**src/rtl/regfile_mbist_pkg.sv**
```systemverilog
// Shared types and per-element March C- constants for the register-file MBIST controller.
// Used by regfile_mbist_ctrl (optional build macro: MBIST_STOP_ON_FAIL_EN).
package regfile_mbist_pkg;

   typedef enum logic [1:0] {
      ST_IDLE,
      ST_RUN,
      ST_DRAIN,
      ST_DONE
   } state_e;

   typedef enum logic [2:0] {
      M0 = 3'd0,
      M1 = 3'd1,
      M2 = 3'd2,
      M3 = 3'd3,
      M4 = 3'd4,
      M5 = 3'd5
   } elem_e;

   typedef enum logic {
      OP_RD,
      OP_WR
   } op_e;

   // One bit per march element, bit i belongs to element Mi.
   localparam logic [5:0] ELEM_DOWN   = 6'b011000;
   localparam logic [5:0] ELEM_HAS_RD = 6'b111110;
   localparam logic [5:0] ELEM_HAS_WR = 6'b011111;
   localparam logic [5:0] ELEM_RD_VAL = 6'b010100;
   localparam logic [5:0] ELEM_WR_VAL = 6'b001010;

   function automatic elem_e next_elem(elem_e e);
      return (e == M5) ? M5 : elem_e'(e + 3'd1);
   endfunction

endpackage

```
**src/rtl/regfile_mbist_addr_gen.sv**
```systemverilog
// Up/down address counter confined to ADDR_LO..2^ADDR_WIDTH-1; it saturates at the
// bound and raises last on the final address of the current direction.
module regfile_mbist_addr_gen #(
   parameter int ADDR_WIDTH = 5,
   parameter int ADDR_LO    = 1
) (
   input  logic                  clk,
   input  logic                  rst_n,
   input  logic                  load,
   input  logic                  down,
   input  logic                  step,
   output logic [ADDR_WIDTH-1:0] addr,
   output logic                  last
);

   localparam logic [ADDR_WIDTH-1:0] ADDR_HI  = '1;
   localparam logic [ADDR_WIDTH-1:0] ADDR_MIN = ADDR_WIDTH'(ADDR_LO);
   localparam logic [ADDR_WIDTH-1:0] ADDR_ONE = ADDR_WIDTH'(1);

   logic down_q;

   assign last = down_q ? (addr == ADDR_MIN) : (addr == ADDR_HI);

   always_ff @(posedge clk or negedge rst_n) begin
      if (!rst_n) begin
         down_q <= 1'b0;
         addr   <= ADDR_MIN;
      end else if (load) begin
         down_q <= down;
         addr   <= down ? ADDR_HI : ADDR_MIN;
      end else if (step && !last) begin
         addr <= down_q ? (addr - ADDR_ONE) : (addr + ADDR_ONE);
      end
   end

endmodule

```
**src/rtl/regfile_mbist_ctrl.sv**
```systemverilog
// March C- MBIST controller driving the register-file test wrapper's 1RW port.
// Build option MBIST_STOP_ON_FAIL_EN: abort to DONE on the first read mismatch.
module regfile_mbist_ctrl #(
   parameter int ADDR_WIDTH = 5,
   parameter int DATA_WIDTH = 32,
   parameter int ADDR_LO    = 1
) (
   input  logic                  clk,
   input  logic                  rst_n,
   input  logic                  start_i,
   output logic                  busy_o,
   output logic                  done_o,
   output logic                  fail_o,
   output logic [ADDR_WIDTH-1:0] fail_addr_o,
   output logic [2:0]            fail_elem_o,
   output logic                  bist_o,
   output logic                  csn_t_o,
   output logic                  wen_t_o,
   output logic [ADDR_WIDTH-1:0] a_t_o,
   output logic [DATA_WIDTH-1:0] d_t_o,
   input  logic [DATA_WIDTH-1:0] q_t_i
);

   import regfile_mbist_pkg::*;

   state_e                state_q, state_d;
   elem_e                 elem_q, elem_d;
   op_e                   op_q, op_d;
   logic                  last_issued_q, last_issued_d;
   elem_e                 port_elem_q, port_elem_d;
   logic                  csn_d, wen_d;
   logic [ADDR_WIDTH-1:0] a_d;
   logic [DATA_WIDTH-1:0] d_d;

   logic                  cmp_valid_q;
   logic [ADDR_WIDTH-1:0] cmp_addr_q;
   elem_e                 cmp_elem_q;

   logic                  ag_load, ag_down, ag_step, ag_last;
   logic [ADDR_WIDTH-1:0] ag_addr;
   logic                  accept, mismatch;

   regfile_mbist_addr_gen #(
      .ADDR_WIDTH (ADDR_WIDTH),
      .ADDR_LO    (ADDR_LO)
   ) u_addr_gen (
      .clk   (clk),
      .rst_n (rst_n),
      .load  (ag_load),
      .down  (ag_down),
      .step  (ag_step),
      .addr  (ag_addr),
      .last  (ag_last)
   );

   assign accept   = start_i && ((state_q == ST_IDLE) || (state_q == ST_DONE));
   // The compare stage sees read data one cycle after the read left the port.
   assign mismatch = cmp_valid_q && ((state_q == ST_RUN) || (state_q == ST_DRAIN)) &&
                     (q_t_i != {DATA_WIDTH{ELEM_RD_VAL[cmp_elem_q]}});

   always_comb begin
      // NOTE: every signal of this block is defaulted first, so no branch can infer a latch.
      state_d       = state_q;
      elem_d        = elem_q;
      op_d          = op_q;
      last_issued_d = 1'b0;
      port_elem_d   = port_elem_q;
      csn_d         = 1'b1;
      wen_d         = 1'b1;
      a_d           = a_t_o;
      d_d           = d_t_o;
      ag_load       = 1'b0;
      ag_down       = 1'b0;
      ag_step       = 1'b0;

      case (state_q)
         ST_IDLE, ST_DONE: begin
            if (accept) begin
               state_d = ST_RUN;
               elem_d  = M0;
               op_d    = ELEM_HAS_RD[M0] ? OP_RD : OP_WR;
               ag_load = 1'b1;
               ag_down = ELEM_DOWN[M0];
            end
         end
         ST_RUN: begin
            if (last_issued_q) begin
               state_d = ST_DRAIN;
            end else begin
               csn_d       = 1'b0;
               wen_d       = (op_q != OP_WR);
               a_d         = ag_addr;
               d_d         = {DATA_WIDTH{ELEM_WR_VAL[elem_q]}};
               port_elem_d = elem_q;
               // Read-write elements write the address they just read before moving on.
               if (op_q == OP_RD && ELEM_HAS_WR[elem_q]) begin
                  op_d = OP_WR;
               end else if (!ag_last) begin
                  ag_step = 1'b1;
                  op_d    = ELEM_HAS_RD[elem_q] ? OP_RD : OP_WR;
               end else if (elem_q == M5) begin
                  last_issued_d = 1'b1;
               end else begin
                  elem_d  = next_elem(elem_q);
                  ag_load = 1'b1;
                  ag_down = ELEM_DOWN[next_elem(elem_q)];
                  op_d    = ELEM_HAS_RD[next_elem(elem_q)] ? OP_RD : OP_WR;
               end
            end
         end
         ST_DRAIN: state_d = ST_DONE;
         default:  state_d = ST_IDLE;
      endcase

`ifdef MBIST_STOP_ON_FAIL_EN
      if (mismatch) begin
         state_d       = ST_DONE;
         csn_d         = 1'b1;
         wen_d         = 1'b1;
         ag_load       = 1'b0;
         ag_step       = 1'b0;
         last_issued_d = 1'b0;
      end
`endif
   end

   always_ff @(posedge clk or negedge rst_n) begin
      if (!rst_n) begin
         state_q       <= ST_IDLE;
         elem_q        <= M0;
         op_q          <= OP_WR;
         last_issued_q <= 1'b0;
         port_elem_q   <= M0;
         csn_t_o       <= 1'b1;
         wen_t_o       <= 1'b1;
         a_t_o         <= '0;
         d_t_o         <= '0;
         cmp_valid_q   <= 1'b0;
         cmp_addr_q    <= '0;
         cmp_elem_q    <= M0;
         busy_o        <= 1'b0;
         bist_o        <= 1'b0;
         done_o        <= 1'b0;
         fail_o        <= 1'b0;
         fail_addr_o   <= '0;
         fail_elem_o   <= 3'd0;
      end else begin
         // NOTE: state uses non-blocking assignments so every register samples pre-edge values.
         state_q       <= state_d;
         elem_q        <= elem_d;
         op_q          <= op_d;
         last_issued_q <= last_issued_d;
         port_elem_q   <= port_elem_d;
         csn_t_o       <= csn_d;
         wen_t_o       <= wen_d;
         a_t_o         <= a_d;
         d_t_o         <= d_d;
         cmp_valid_q   <= !csn_t_o && wen_t_o;
         cmp_addr_q    <= a_t_o;
         cmp_elem_q    <= port_elem_q;
         busy_o        <= (state_d == ST_RUN) || (state_d == ST_DRAIN);
         bist_o        <= (state_d == ST_RUN) || (state_d == ST_DRAIN);
         done_o        <= (state_d == ST_DONE);
         if (accept) begin
            fail_o      <= 1'b0;
            fail_addr_o <= '0;
            fail_elem_o <= 3'd0;
         end else if (mismatch && !fail_o) begin
            fail_o      <= 1'b1;
            fail_addr_o <= cmp_addr_q;
            fail_elem_o <= cmp_elem_q;
         end
      end
   end

endmodule
```
**config.mk**
```make
export PLATFORM = sky130hd
export DESIGN_NAME = regfile_mbist_ctrl
export DESIGN_NICKNAME = d
export VERILOG_FILES = /design/src/rtl/regfile_mbist_pkg.sv /design/src/rtl/regfile_mbist_addr_gen.sv /design/src/rtl/regfile_mbist_ctrl.sv
export SDC_FILE = /design/constraint.sdc
export NUM_CORES = 1
export LEC_CHECK = 0
export ABC_AREA = 1
export BUFFER_PORTS_ARGS = -buffer_cell sky130_fd_sc_hd__buf_2
export CAP_MARGIN = 20
export CORE_MARGIN = 1
export CORE_UTILIZATION = 50
export CTS_CLUSTER_DIAMETER = 120
export DETAILED_ROUTE_END_ITERATION = 10
export GPL_TIMING_DRIVEN = 0
export PLACE_DENSITY_LB_ADDON = 0.25
export RECOVER_POWER = 25
export SYNTH_ARGS = -nofsm -noshare
export SYNTH_HDL_FRONTEND = slang
export SYNTH_SLANG_ARGS = --single-unit
export TNS_END_PERCENT = 1
```
**constraint.sdc**
```tcl
create_clock -name clk -period 3.2 [get_ports clk]
set_clock_uncertainty 0.2 [all_clocks]
set_input_delay 0.32 -clock clk [delete_from_list [all_inputs] [get_ports clk]]
set_output_delay 0.32 -clock clk [all_outputs]
set_load 0.005 [all_outputs]
```
==> out/qor.csv, run 1 <==
stage,metric,value,unit
global_route,antenna violations before repair,0,
placement,final HPWL from detailed placement,3.85,mm
min_path,worst min-delay path class,reg -> reg,
critical_path,chain of cells forming the critical path,clkbuf_1,
floorplan,IO Count,86,
final_layout,Layout Nets,450,
routing,violation count after the first detailed-route iteration,106,
floorplan,full die area,5380,um^2
yosys,sequential element share of the synthesized area,43.5,%
outcome,outcome,finished with violations,
clocking,Clock Root Buffer,sky130_fd_sc_hd__clkbuf_8,
yosys,total number of yosys warnings,0,
critical_path,buffers plus inverters on the worst setup path,1,
final_layout,number of filler instances in the final layout,439,
global_route,maximum number of pins on one net before global-route repair,45,
yosys,biggest area consumer among synthesized cells,sky130_fd_sc_hd__dfrtp_1,
routing,Antenna Nets Post-Route,0,
yosys,most common flop cell mapped by yosys,sky130_fd_sc_hd__dfrtp_1,
routing,mean number of vias per cell,4.72,
clocking,number of buffers inserted for hold repair after clock tree synthesis,0,
yosys,post-synth cell types,30,
critical_path,type of the setup path with the least slack,in -> async,
yosys,most frequent cells after synthesis,"sky130_fd_sc_hd__nand2_1, sky130_fd_sc_hd__dfrtp_1, sky130_fd_sc_hd__nor2_1",
critical_path,stage delay of the slowest cell on the critical path,1600,ps
timing,Max Transition Viols Final,45,
timing,transition time at the pin with the least slew margin,2290,ps
clocking,number of buffers inserted to repair setup after CTS,0,
clocking,TritonCTS clock tree,built,
global_route,wire length of the first global-routing pass,8.45,mm
routing,WL final,5.03,mm
floorplan,row count,25,
global_route,grt ovf,0,
yosys,flip-flop and latch count after synthesis,44,
routing,drt wl/cell,10.7,um
clocking,clock transition at the register clock pins on the worst setup and hold paths after CTS,80,ps
floorplan,initial core utilization,52.8,%
timing,"Hold Violations, Final",0,
critical_path,type of element launching the critical path,input pin,
yosys,net count after synthesis,358,
critical_path,worst endpoint data arrival time,1950,ps
timing,summed negative setup slack over all endpoints,0,ps
critical_path,crit-path max FO,44,
yosys,area share of the leading cell type in the synthesized netlist,39.3,%
clocking,number of sinks handled by clock tree synthesis,44,
power_and_ir_drop,static leakage power,1.81,nW
power_and_ir_drop,power per cell area,296,nW/um^2
clocking,maximum buffer depth of the clock tree,2,
critical_path,required time of the worst setup path,2940,ps
clocking,clock latency at the later pin of the worst-skew pair,290,ps
placement,RD Place Congestion,0.862,
power_and_ir_drop,highest ir drop seen on vdd,0.266,mV
global_route,number of global-route vias before repair,2018,
placement,number of port buffers,85,
global_route,gr usage total,20.4,%
timing,post-layout min period,2210,ps
final_layout,diodes inserted,0,
yosys,"count leader, synth",sky130_fd_sc_hd__nand2_1,
clocking,post-CTS sizing,0,
yosys,share of synthesized registers carrying an async set or reset,100,%
final_layout,multi-input logic area,1090,um^2
routing,via count,2219,
floorplan,Die Width,73.3,um
timing,unrepaired setup endpoints after global routing,false,
final_layout,Layout area overhead,23.2,%
routing,Post-route DRC,0,
timing,Final Cycle Share,69.0,%
critical_path,cell type group with the largest total delay on the critical path,buffers and inverters,
yosys,Mapped Area,2540,um^2
critical_path,cell type of the slowest stage on the worst timing path,sky130_fd_sc_hd__clkbuf_1,
routing,number of detailed-route iterations in the first pass,4,
final_layout,share of final-layout standard cells stronger than drive strength 1,37.2,%
clocking,maximum level of the CTS H-tree,2,
yosys,gate count after technology mapping,311,
power_and_ir_drop,final total power,0.928,mW
timing,relative max-transition margin,-52.6,%
outcome,failing checks,"max-capacitance violations, max-slew violations",
critical_path,type of destination of the critical path,async pin,
floorplan,area of the core region,4820,um^2
final_layout,Reg area,1110,um^2
timing,final number of setup-violating endpoints,0,
yosys,number of enable flip-flop cells after synthesis,0,
clocking,cts bufs inserted,5,
floorplan,y dimension of the die,73.3,um
yosys,top area cells in the synthesized netlist,"sky130_fd_sc_hd__dfrtp_1, sky130_fd_sc_hd__nand2_1, sky130_fd_sc_hd__buf_4",
timing,maximum frequency from static timing analysis,453,MHz
flow_run,maximum capacitance violations,1,
yosys,mean instance size in the synthesized netlist,8.18,um^2
==> cell families (layout without fill, tap and decap cells) <==
group                    Yosys count  in the layout  synth area share (%)
AO/OA/AOI/OAI                     32             32                  6.78
XOR/XNOR                           3              3                  1.03
adder cells (fa/ha/maj)           12             12                  5.90
buffers and inverters             60            152                  13.9
flip-flops                        44             44                  43.5
AND/OR/NAND/NOR                  160            160                  29.0
==> per-stage QoR <==
step | hold WS, ps | worst slack [ps] | instances | cell area, um^2 | utilization, %
after global routing | 198 | 522 | 470 | 3130 | 65.1
after floorplan | -176 | 1260 | 311 | 2540 | -
after CTS | 0.249 | 1010 | 470 | 3140 | 65.1
after detailed placement | 159 | 1030 | 463 | 3050 | 63.4
after global placement | 160 | 1050 | 463 | 3050 | 63.4
final | 174 | 991 | 470 | 3130 | 65.1
==> state kept, by name, indices dropped and copies added (netlist names) <==
| signal | cells |
|---|---|
| u_addr_gen.down_q | 1 |
| fail_o | 1 |
| u_addr_gen.addr | 5 |
| last_issued_q | 1 |
| cmp_elem_q | 3 |
| fail_addr_o | 5 |
| done_o | 1 |
| d_t_o | 1 |
| state_q | 2 |
| fail_elem_o | 3 |
| cmp_addr_q | 5 |
| wen_t_o | 1 |
| csn_t_o | 1 |
| op_q | 1 |
| bist_o | 1 |
| a_t_o | 5 |
| elem_q | 3 |
| cmp_valid_q | 1 |
| port_elem_q | 3 |
==> path summary, 6_finish.rpt <==
path	depth (start not counted)	slack, ps	endpoint	from
worst max-delay path	1	990	fail_addr_o[1]	rst_n
max in group clk	11	1020	u_addr_gen.addr[4]	u_addr_gen.addr[0]
worst min-delay path	0	170	cmp_elem_q[2]	port_elem_q[2]
worst min register to register	0	170	cmp_elem_q[2]	port_elem_q[2]
worst max register to register	11	1020	u_addr_gen.addr[4]	u_addr_gen.addr[0]
min in group asynchronous	1	500	state_q[0]	rst_n
==> worst reg2reg max path, stage by stage, from the launching register on <==
cell and delay [ps]:
sky130_fd_sc_hd__dfstp_2 570, sky130_fd_sc_hd__ha_1 150, sky130_fd_sc_hd__inv_1 40, sky130_fd_sc_hd__nor3_1 230
sky130_fd_sc_hd__ha_1 190, sky130_fd_sc_hd__nand2_1 80, sky130_fd_sc_hd__nand2_2 150, sky130_fd_sc_hd__nor2_2 80
sky130_fd_sc_hd__nor2_4 200, sky130_fd_sc_hd__clkinv_4 80, sky130_fd_sc_hd__nand2_1 70, sky130_fd_sc_hd__nand2_1 50
==> layout by cell type, fill, tap and decap left out, types with 2 or more instances in the layout <==
cell	synthesis	layout
sky130_fd_sc_hd__o21ai_0	19	19
sky130_fd_sc_hd__nand4_1	12	12
sky130_fd_sc_hd__a31oi_1	2	2
sky130_fd_sc_hd__clkbuf_8	0	5
sky130_fd_sc_hd__nand2_4	2	2
sky130_fd_sc_hd__nor2_4	2	2
sky130_fd_sc_hd__dfstp_2	4	4
sky130_fd_sc_hd__nand3_2	2	2
sky130_fd_sc_hd__inv_2	4	4
sky130_fd_sc_hd__xnor2_1	2	2
sky130_fd_sc_hd__a21oi_1	4	4
sky130_fd_sc_hd__o22ai_1	2	2
sky130_fd_sc_hd__nor2_1	34	34
sky130_fd_sc_hd__nor2_2	3	3
sky130_fd_sc_hd__nand3_1	16	16
sky130_fd_sc_hd__dfrtp_1	40	40
sky130_fd_sc_hd__nand2_1	82	82
sky130_fd_sc_hd__o21ai_1	3	3
sky130_fd_sc_hd__buf_2	2	86
sky130_fd_sc_hd__ha_1	12	12
sky130_fd_sc_hd__nand2_2	3	3
sky130_fd_sc_hd__buf_4	32	32
sky130_fd_sc_hd__inv_1	21	21
==> metal layers <==
| metal | GRT usage, % | vias to the layer above | part of all wire (%) |
|---|---|---|---|
| met4 | 8.76 | 0 | 1.6 |
| met5 | 0 | - | 0 |
| met3 | 4.25 | 8 | 5.0 |
| met1 | 24.0 | 1002 | 44 |
| met2 | 35.9 | 57 | 49 |
| li1 | - | 1152 | - |
==> power breakdown <==
| group | switching (mW) | internal, mW |
|---|---|---|
| combinational | 0.0259 | 0.0198 |
| clock | 0.179 | 0.148 |
| sequential | 0 | 0.556 |
==> area by class of cell <==
cell class / instances / area share (%)
sequential: 44 / 35.3
buffer: 34 / 7.98
tap: 67 / 2.67
multi-input combinational: 207 / 34.7
timing repair buffer: 85 / 13.5
clock buffer: 5 / 2.20
inverter: 26 / 3.27
clock inverter: 2 / 0.399
No activity file was read; power rests on OpenSTA's default activity.
==> inputs of run 2 (changes only) <==
--- a/config.mk
+++ b/config.mk
@@ -5,7 +5,7 @@
 export SDC_FILE = /design/constraint.sdc
 export NUM_CORES = 1
 export LEC_CHECK = 0
-export ABC_AREA = 1
+export ABC_AREA = 0
 export BUFFER_PORTS_ARGS = -buffer_cell sky130_fd_sc_hd__buf_2
 export CAP_MARGIN = 20
 export CORE_MARGIN = 1
==> constraint.sdc (replaced) <==
create_clock -name clk -period 2.1 [get_ports clk]
set_clock_uncertainty 0.2 [all_clocks]
set_input_delay 0.21 -clock clk [delete_from_list [all_inputs] [get_ports clk]]
set_output_delay 0.21 -clock clk [all_outputs]
set_load 0.005 [all_outputs]
==> run 2 against run 1 <==
- worst hold slack worse by 73 ps
- critical path type is now reg -> reg
- combinational power grew to 35 times the previous value
- power grew to 3.9 times the previous value
- the run ends with negative setup slack left
- worst setup slack lost 1100 ps
- sequential share of layout area fell by 2.2 points
- largest cell class is now multi-input gates
- largest power group is now combinational logic
==> out/qor.csv, run 2 <==
stage,metric,value,unit,change
outcome,outcome,finished with violations,,unchanged
outcome,failing checks,negative setup slack,,"was max-capacitance violations, max-slew violations"
yosys,post-synthesis compound-gate area fraction,14.0,%,was 6.78%
timing,relative max-transition margin,37.8,%,was -52.6%
timing,"Hold Violations, Final",0,,unchanged
floorplan,initial core utilization,52.9,%,was 52.8%
power_and_ir_drop,static leakage power,1.72,nW,was 1.81 nW
placement,final HPWL from detailed placement,4.14,mm,was 3.85 mm
yosys,xor/xnor cell area share of the yosys netlist,0.687,%,was 1.03%
yosys,synthesized-area fraction occupied by and/or/nand/nor cells,17.8,%,was 29.0%
clocking,Clock Root Buffer,sky130_fd_sc_hd__clkbuf_8,,unchanged
routing,via count,2141,,was 2219
yosys,number of enable flip-flop cells after synthesis,0,,unchanged
critical_path,worst endpoint data arrival time,2250,ps,was 1950 ps
power_and_ir_drop,final total power,3.62,mW,was 0.928 mW
flow_run,maximum capacitance violations,0,,was 1
routing,drt wl/cell,13.3,um,was 10.7 um
final_layout,share of final-layout standard cells stronger than drive strength 1,44.8,%,was 37.2%
critical_path,required time of the worst setup path,2100,ps,was 2940 ps
timing,PnR worst setup slack,-147,ps,was 991 ps
placement,number of port buffers,85,,unchanged
timing,maximum frequency from static timing analysis,445,MHz,
floorplan,area of the core region,4820,um^2,unchanged
routing,Antenna Nets Post-Route,0,,unchanged
yosys,sequential element share of the synthesized area,43.4,%,was 43.5%
floorplan,y dimension of the die,73.4,um,was 73.3 um
clocking,TritonCTS clock tree,built,,unchanged
clocking,maximum buffer depth of the clock tree,2,,unchanged
timing,final number of setup-violating endpoints,8,,was 0
clocking,number of sinks handled by clock tree synthesis,44,,unchanged
placement,RD Place Congestion,0.819,,was 0.862
yosys,total number of yosys warnings,0,,unchanged
floorplan,row count,25,,unchanged
global_route,maximum number of pins on one net before global-route repair,45,,unchanged
yosys,most frequent cells after synthesis,"sky130_fd_sc_hd__dfrtp_1, sky130_fd_sc_hd__buf_4, sky130_fd_sc_hd__nand2_1",,"was sky130_fd_sc_hd__nand2_1, sky130_fd_sc_hd__dfrtp_1, sky130_fd_sc_hd__nor2_1"
power_and_ir_drop,power per cell area,1080,nW/um^2,was 296 nW/um^2
global_route,grt ovf,0,,unchanged
yosys,mean instance size in the synthesized netlist,9.92,um^2,was 8.18 um^2
final_layout,"most common cell after layout, fill and taps aside",sky130_fd_sc_hd__buf_2,,unchanged
yosys,flip-flop and latch count after synthesis,44,,unchanged
routing,WL final,5.60,mm,was 5.03 mm
timing,post-layout min period,2250,ps,
yosys,most common flop cell mapped by yosys,sky130_fd_sc_hd__dfrtp_1,,unchanged
routing,Post-route DRC,0,,unchanged
placement,Setup WS pre-CTS,-208,ps,was 1030 ps
timing,Max Transition Viols Final,0,,was 45
critical_path,type of element launching the critical path,flop,,was input pin
critical_path,type of the setup path with the least slack,reg -> reg,,was in -> async
timing,Final Cycle Share,107,%,
critical_path,crit-path max FO,7,,was 44
routing,violation count after the first detailed-route iteration,80,,was 106
global_route,gr usage total,21.4,%,was 20.4%
yosys,main combinational cell family by area after synthesis,simple AND/OR/NAND/NOR gates,,unchanged
clocking,clock latency at the later pin of the worst-skew pair,300,ps,was 290 ps
critical_path,flop-to-flop setup slack,-150,ps,was 1020 ps
floorplan,Die Width,73.4,um,was 73.3 um
yosys,Mapped Area,2550,um^2,was 2540 um^2
routing,number of detailed-route iterations in the first pass,4,,unchanged
final_layout,Layout Nets,401,,was 450
global_route,antenna violations before repair,0,,unchanged
yosys,net count after synthesis,304,,was 358
global_route,number of global-route vias before repair,2006,,was 2018
yosys,portion of netlist area occupied by mux cells,3.97,%,was 0%
timing,transition time at the pin with the least slew margin,933,ps,was 2290 ps
clocking,clock transition at the register clock pins on the worst setup and hold paths after CTS,90,ps,was 80 ps
yosys,biggest area consumer among synthesized cells,sky130_fd_sc_hd__dfrtp_1,,unchanged
min_path,worst min-delay path class,in -> reg,,was reg -> reg
yosys,post-synthesis adder-cell area fraction,5.89,%,was 5.90%
final_layout,Layout area overhead,30.9,%,was 23.2%
global_route,wire length of the first global-routing pass,8.77,mm,was 8.45 mm
timing,unrepaired setup endpoints after global routing,true,,was false
power_and_ir_drop,highest ir drop seen on vdd,0.775,mV,was 0.266 mV
routing,mean number of vias per cell,5.07,,was 4.72
final_layout,diodes inserted,0,,unchanged
floorplan,IO Count,86,,unchanged
clocking,maximum level of the CTS H-tree,2,,unchanged
yosys,"count leader, synth",sky130_fd_sc_hd__dfrtp_1,,was sky130_fd_sc_hd__nand2_1
critical_path,type of destination of the critical path,flop,,was async pin
yosys,area share of the leading cell type in the synthesized netlist,39.3,%,about the same
clocking,cts bufs inserted,5,,unchanged
yosys,gate count after technology mapping,257,,was 311
yosys,top area cells in the synthesized netlist,"sky130_fd_sc_hd__dfrtp_1, sky130_fd_sc_hd__buf_4, sky130_fd_sc_hd__ha_1",,"was sky130_fd_sc_hd__dfrtp_1, sky130_fd_sc_hd__nand2_1, sky130_fd_sc_hd__buf_4"
final_layout,highest-count cells in the layout ignoring fill and taps,"sky130_fd_sc_hd__buf_2, sky130_fd_sc_hd__dfrtp_1, sky130_fd_sc_hd__buf_4",,"was sky130_fd_sc_hd__buf_2, sky130_fd_sc_hd__nand2_1, sky130_fd_sc_hd__dfrtp_1"
yosys,share of synthesized registers carrying an async set or reset,100,%,unchanged
floorplan,full die area,5390,um^2,was 5380 um^2
yosys,post-synth cell types,50,,was 30
## run 2: routing by layer
metal / wire length, um / global-route usage, %
met5: 0 / 0
met4: 62 / 6.84
met3: 301 / 5.35
met2: 2880 / 38.4
met1: 2360 / 25.0
## run 2: repair_timing
item                                   in CTS  in global routing
setup endpoints to repair                  15                 46
hold buffers                                1                  0
buffers inserted                            5                  1
pin swaps                                   7                  2
endpoints found under the hold margin      40                  0
gates resized for setup                    10                  9
## run 2: cells by family (layout without fill, tap and decap cells)
group / after synthesis / count (layout)
fa+ha+maj: 12 / 12
buf+inv: 61 / 159
mux: 10 / 10
xor+xnor: 2 / 2
flops: 44 / 44
simple gates: 81 / 81
compound gates: 47 / 47
## run 2: path summary, 6_finish.rpt
path	start	end	depth (start not counted)
max	u_addr_gen.addr[0]	elem_q[2]	8
max in group asynchronous	rst_n	state_q[0]	2
min reg2reg	port_elem_q[2]	cmp_elem_q[2]	0
min	start_i	state_q[0]	3
min in group asynchronous	rst_n	fail_addr_o[2]	2
max reg2reg	u_addr_gen.addr[0]	elem_q[2]	8
## run 2: worst max-delay path, stage by stage, from the launching register on
cell and delay (ps):
sky130_fd_sc_hd__dfstp_2 610, sky130_fd_sc_hd__ha_4 150, sky130_fd_sc_hd__and3_4 180, sky130_fd_sc_hd__ha_4 110
sky130_fd_sc_hd__nor2b_4 170, sky130_fd_sc_hd__a21oi_4 80, sky130_fd_sc_hd__o31ai_4 320, sky130_fd_sc_hd__a31oi_1 130
sky130_fd_sc_hd__a31o_1 200
## run 2: final cells by class
cell class	instances	area (um^2)
clock inverters	3	46.3
well taps	67	83.8
clock buffers	5	68.8
inverters	21	78.8
flip-flops and latches	44	1110
plain buffers	38	278
repair buffers	92	469
fillers	389	1480
multi-input cells	152	1210
## run 2: power by group
group          internal, mW  leakage [nW]  switching, mW
Clock                 0.358        0.0548          0.311
Sequential             1.13         0.572          0.207
Combinational         0.791          1.09          0.815
## run 2: stage by stage
step	instances	instance area [um^2]	TNS (ps)	hold WS, ps	util (%)
3_5_place_dp	409	3100	-1390	163	64.3
3_3_place_gp	409	3100	-1100	159	64.3
5_1_grt	422	3340	-2150	115	69.3
2_1_floorplan	257	2590	-133	-286	-
4_1_cts	421	3310	-678	58.3	68.6
6_report	422	3340	-830	102	69.3
==> inputs of run 3 (changes only) <==
--- a/config.mk
+++ b/config.mk
@@ -17,5 +17,6 @@
 export RECOVER_POWER = 25
 export SYNTH_ARGS = -nofsm -noshare
 export SYNTH_HDL_FRONTEND = slang
+export SYNTH_HIERARCHICAL = 1
 export SYNTH_SLANG_ARGS = --single-unit
 export TNS_END_PERCENT = 1
==> run 3 against run 2 <==
- critical endpoint is now u_addr_gen/addr[3]
- flip-flop and latch count unchanged
- die area decreased by 2.4%
- wire length decreased by 4.3%
- final area decreased by 2.0%
- critical path depth increased by 1
- maximum frequency decreased by 18%
- utilization decreased by 0.51 points
- critical path type unchanged
- clock-buffer cell count unchanged
- highest routed layer unchanged
- power decreased by 56%
- final cell count increased by 0.24%
- largest power group is now sequential cells
- worst hold slack got worse by 48 ps
- the run still ends with negative setup slack left
==> out/qor.csv, run 3 <==
stage,metric,value,unit,change
placement,Setup WS pre-CTS,-785,ps,was -208 ps
clocking,maximum level of the CTS H-tree,2,,unchanged
critical_path,required time of the worst setup path,2140,ps,was 2100 ps
min_path,Min-Delay Path Depth,3,,unchanged
floorplan,full die area,5260,um^2,was 5390 um^2
timing,post-layout min period,2750,ps,was 2250 ps
floorplan,Die Width,72.5,um,was 73.4 um
timing,maximum frequency from static timing analysis,364,MHz,was 445 MHz
timing,Max Transition Viols Final,0,,unchanged
clocking,clock transition at the register clock pins on the worst setup and hold paths after CTS,90,ps,about the same
floorplan,IO Count,86,,unchanged
power_and_ir_drop,Flop pwr share,53.7,%,was 37.1%
yosys,sequential element share of the synthesized area,44.5,%,was 43.4%
clocking,maximum buffer depth of the clock tree,2,,unchanged
yosys,top area cells in the synthesized netlist,"sky130_fd_sc_hd__dfrtp_1, sky130_fd_sc_hd__buf_4, sky130_fd_sc_hd__nand2_1",,"was sky130_fd_sc_hd__dfrtp_1, sky130_fd_sc_hd__buf_4, sky130_fd_sc_hd__ha_1"
yosys,number of enable flip-flop cells after synthesis,0,,unchanged
min_path,worst min-delay path class,in -> reg,,unchanged
floorplan,area of the core region,4750,um^2,was 4820 um^2
timing,transition time at the pin with the least slew margin,958,ps,was 933 ps
routing,via count,2129,,was 2141
power_and_ir_drop,static leakage power,1.74,nW,was 1.72 nW
critical_path,count of cells along the worst register-to-register path,9,,was 8
timing,relative max-transition margin,36.1,%,was 37.8%
clocking,cts bufs inserted,5,,unchanged
timing,Hold WS,54.0,ps,was 102 ps
routing,drt wl/cell,12.7,um,was 13.3 um
final_layout,number of filler instances in the final layout,380,,was 389
final_layout,diodes inserted,0,,unchanged
global_route,antenna violations before repair,0,,unchanged
global_route,gr usage total,19.6,%,was 21.4%
critical_path,flop-to-flop setup slack,-650,ps,was -150 ps
power_and_ir_drop,switching share of power,21.7,%,was 36.8%
power_and_ir_drop,power per cell area,482,nW/um^2,was 1080 nW/um^2
routing,Post-route DRC,0,,unchanged
routing,violation count after the first detailed-route iteration,102,,was 80
timing,"Hold Violations, Final",0,,unchanged
yosys,net count after synthesis,298,,was 304
final_layout,Layout Nets,400,,was 401
yosys,share of synthesized registers carrying an async set or reset,100,%,unchanged
placement,placed cell count,405,,was 409
placement,final HPWL from detailed placement,3.84,mm,was 4.14 mm
power_and_ir_drop,Switch Pwr,0.342,mW,was 1.33 mW
yosys,post-synth cell types,48,,was 50
yosys,area share of the leading cell type in the synthesized netlist,40.2,%,was 39.3%
yosys,most common flop cell mapped by yosys,sky130_fd_sc_hd__dfrtp_1,,unchanged
min_path,worst hold path startpoint,start_i,,unchanged
yosys,flip-flop and latch count after synthesis,44,,unchanged
critical_path,type of destination of the critical path,flop,,unchanged
timing,Final Cycle Share,131,%,was 107%
power_and_ir_drop,clock share of power,41.9,%,was 18.5%
timing,unrepaired setup endpoints after global routing,true,,unchanged
yosys,biggest area consumer among synthesized cells,sky130_fd_sc_hd__dfrtp_1,,unchanged
critical_path,type of the setup path with the least slack,reg -> reg,,unchanged
outcome,failing checks,negative setup slack,,unchanged
power_and_ir_drop,proportion of power drawn by combinational gates,4.3,%,was 44.4%
critical_path,crit-path max FO,8,,was 7
power_and_ir_drop,internal power component,1.23,mW,was 2.28 mW
min_path,Hold Path Sink,state_q[1],,was state_q[0]
final_layout,Layout area overhead,31.5,%,was 30.9%
final_layout,share of final-layout standard cells stronger than drive strength 1,45.2,%,was 44.8%
yosys,"count leader, synth",sky130_fd_sc_hd__nand2_1,,was sky130_fd_sc_hd__dfrtp_1
routing,Antenna Nets Post-Route,0,,unchanged
yosys,Mapped Area,2490,um^2,was 2550 um^2
global_route,wire length of the first global-routing pass,7.93,mm,was 8.77 mm
final_layout,multi-input logic area,1130,um^2,was 1210 um^2
yosys,most frequent cells after synthesis,"sky130_fd_sc_hd__nand2_1, sky130_fd_sc_hd__dfrtp_1, sky130_fd_sc_hd__buf_4",,"was sky130_fd_sc_hd__dfrtp_1, sky130_fd_sc_hd__buf_4, sky130_fd_sc_hd__nand2_1"
yosys,gate count after technology mapping,253,,was 257
final_layout,highest-count cells in the layout ignoring fill and taps,"sky130_fd_sc_hd__buf_2, sky130_fd_sc_hd__nand2_1, sky130_fd_sc_hd__buf_4",,"was sky130_fd_sc_hd__buf_2, sky130_fd_sc_hd__dfrtp_1, sky130_fd_sc_hd__buf_4"
clocking,clock latency at the later pin of the worst-skew pair,300,ps,about the same
routing,WL final,5.36,mm,was 5.60 mm
outcome,outcome,finished with violations,,unchanged
floorplan,initial core utilization,52.3,%,was 52.9%
critical_path,Reg-to-Reg Start,u_addr_gen/addr[0],,was u_addr_gen.addr[0]
clocking,TritonCTS clock tree,built,,unchanged
routing,number of detailed-route iterations in the first pass,4,,unchanged
final_layout,final cell count without fillers,423,,was 422
critical_path,worst endpoint data arrival time,2790,ps,was 2250 ps
clocking,number of sinks handled by clock tree synthesis,44,,unchanged
clocking,Clock Root Buffer,sky130_fd_sc_hd__clkbuf_8,,unchanged
floorplan,row count,25,,unchanged
floorplan,y dimension of the die,72.5,um,was 73.4 um
critical_path,endpoint of the lowest-slack register-to-register path,u_addr_gen/addr[3],,was elem_q[2]
global_route,grt ovf,0,,unchanged
critical_path,type of element launching the critical path,flop,,unchanged
global_route,maximum number of pins on one net before global-route repair,45,,unchanged
yosys,total number of yosys warnings,6,,was 0
global_route,number of global-route vias before repair,1816,,was 2006
placement,number of port buffers,85,,unchanged
final_layout,Final Core Density,68.8,%,was 69.3%
placement,RD Place Congestion,0.848,,was 0.819
timing,PnR worst setup slack,-650,ps,was -147 ps
yosys,mean instance size in the synthesized netlist,9.83,um^2,was 9.92 um^2
timing,final number of setup-violating endpoints,10,,was 8
final_layout,Reg area,1110,um^2,unchanged
routing,mean number of vias per cell,5.03,,was 5.07
power_and_ir_drop,highest ir drop seen on vdd,0.375,mV,was 0.775 mV
flow_run,maximum capacitance violations,0,,unchanged
final_layout,"most common cell after layout, fill and taps aside",sky130_fd_sc_hd__buf_2,,unchanged
[run 3: cell types whose count changed in the layout (fill, tap and decap cells not counted), sizes merged, moves of 4 or more]
cell and change:
nor2 +4, nand2 +13, a31oi -5, inv -6, a21oi -4
[run 3: power groups by stage]
stage	Sequential (mW)	Combinational [mW]	Clock, mW
global placement	0.863	0.0652	0
CTS	0.847	0.0697	0.672
detailed placement	0.863	0.0679	0
floorplan	0.864	0.00684	0
global route	0.847	0.0753	0.708
finish	0.847	0.0683	0.661
[run 3: logic make-up (layout without fill, tap and decap cells)]
group	after synthesis	after routing	share of synthesized area [%]
AO/OA/AOI/OAI	34	34	9.81
XOR/XNOR	3	3	1.06
adder cells (fa/ha/maj)	10	10	5.03
buffers and inverters	53	156	13.0
flip-flops	44	44	44.5
multiplexers	10	10	4.07
AND/OR/NAND/NOR	99	99	22.5
[run 3: how the worst max path moves through the flow]
stage	start	endpoint	slack, ps	cells after the start
floorplan	u_addr_gen/addr[0]	u_addr_gen/addr[3]	-520	8
global placement	state_q[1]	u_addr_gen/addr[3]	-720	12
global route	u_addr_gen/addr[1]	u_addr_gen/addr[3]	-710	11
CTS	u_addr_gen/addr[0]	u_addr_gen/addr[3]	-670	8
finish	u_addr_gen/addr[0]	u_addr_gen/addr[3]	-650	9
detailed placement	state_q[1]	u_addr_gen/addr[3]	-780	12
[run 3: stage by stage]
stage / power (mW) / area [um^2] / TNS (ps)
6_report: 1.58 / 3270 / -4020
5_1_grt: 1.63 / 3270 / -5010
4_1_cts: 1.59 / 3230 / -4140
3_5_place_dp: 0.931 / 3020 / -4420
3_3_place_gp: 0.929 / 3020 / -4080
2_1_floorplan: 0.870 / 2510 / -2270
[run 3: critical path, stage by stage (launching register included)]
cell,delay [ps]
sky130_fd_sc_hd__dfstp_2,590
sky130_fd_sc_hd__ha_4,140
sky130_fd_sc_hd__or4b_4,480
sky130_fd_sc_hd__o21ai_4,200
sky130_fd_sc_hd__buf_6,130
sky130_fd_sc_hd__nor3_4,40
sky130_fd_sc_hd__nor3b_2,160
sky130_fd_sc_hd__a311o_4,430
sky130_fd_sc_hd__a21bo_4,190
sky130_fd_sc_hd__a22o_1,130
[run 3: what timing repair did]
action / in CTS / in global routing
gates resized for setup: 8 / 8
setup endpoints to repair: 12 / 23
pin swaps: 5 / 4
endpoints found under the hold margin: 40 / 0
buffers inserted: 6 / 3
hold buffers: 1 / 0
[run 3: layout make-up]
| cell class | instances | share of cell area (%) |
|---|---|---|
| Clock inverter | 3 | 1.42 |
| Clock buffer | 5 | 2.10 |
| Multi-Input combinational cell | 156 | 34.6 |
| Timing Repair Buffer | 95 | 15.2 |
| Inverter | 16 | 1.87 |
| Buffer | 37 | 8.42 |
| Tap cell | 67 | 2.56 |
| Sequential cell | 44 | 33.8 |
[run 3: per-layer routing]
metal  up-vias  track usage (%)  share of wire [%]
li1       1050                -                  -
met1       994             22.7                 42
met2        74             35.7                 50
met3        11             4.58                6.5
met4         0             6.32                1.2
met5         -                0                  0
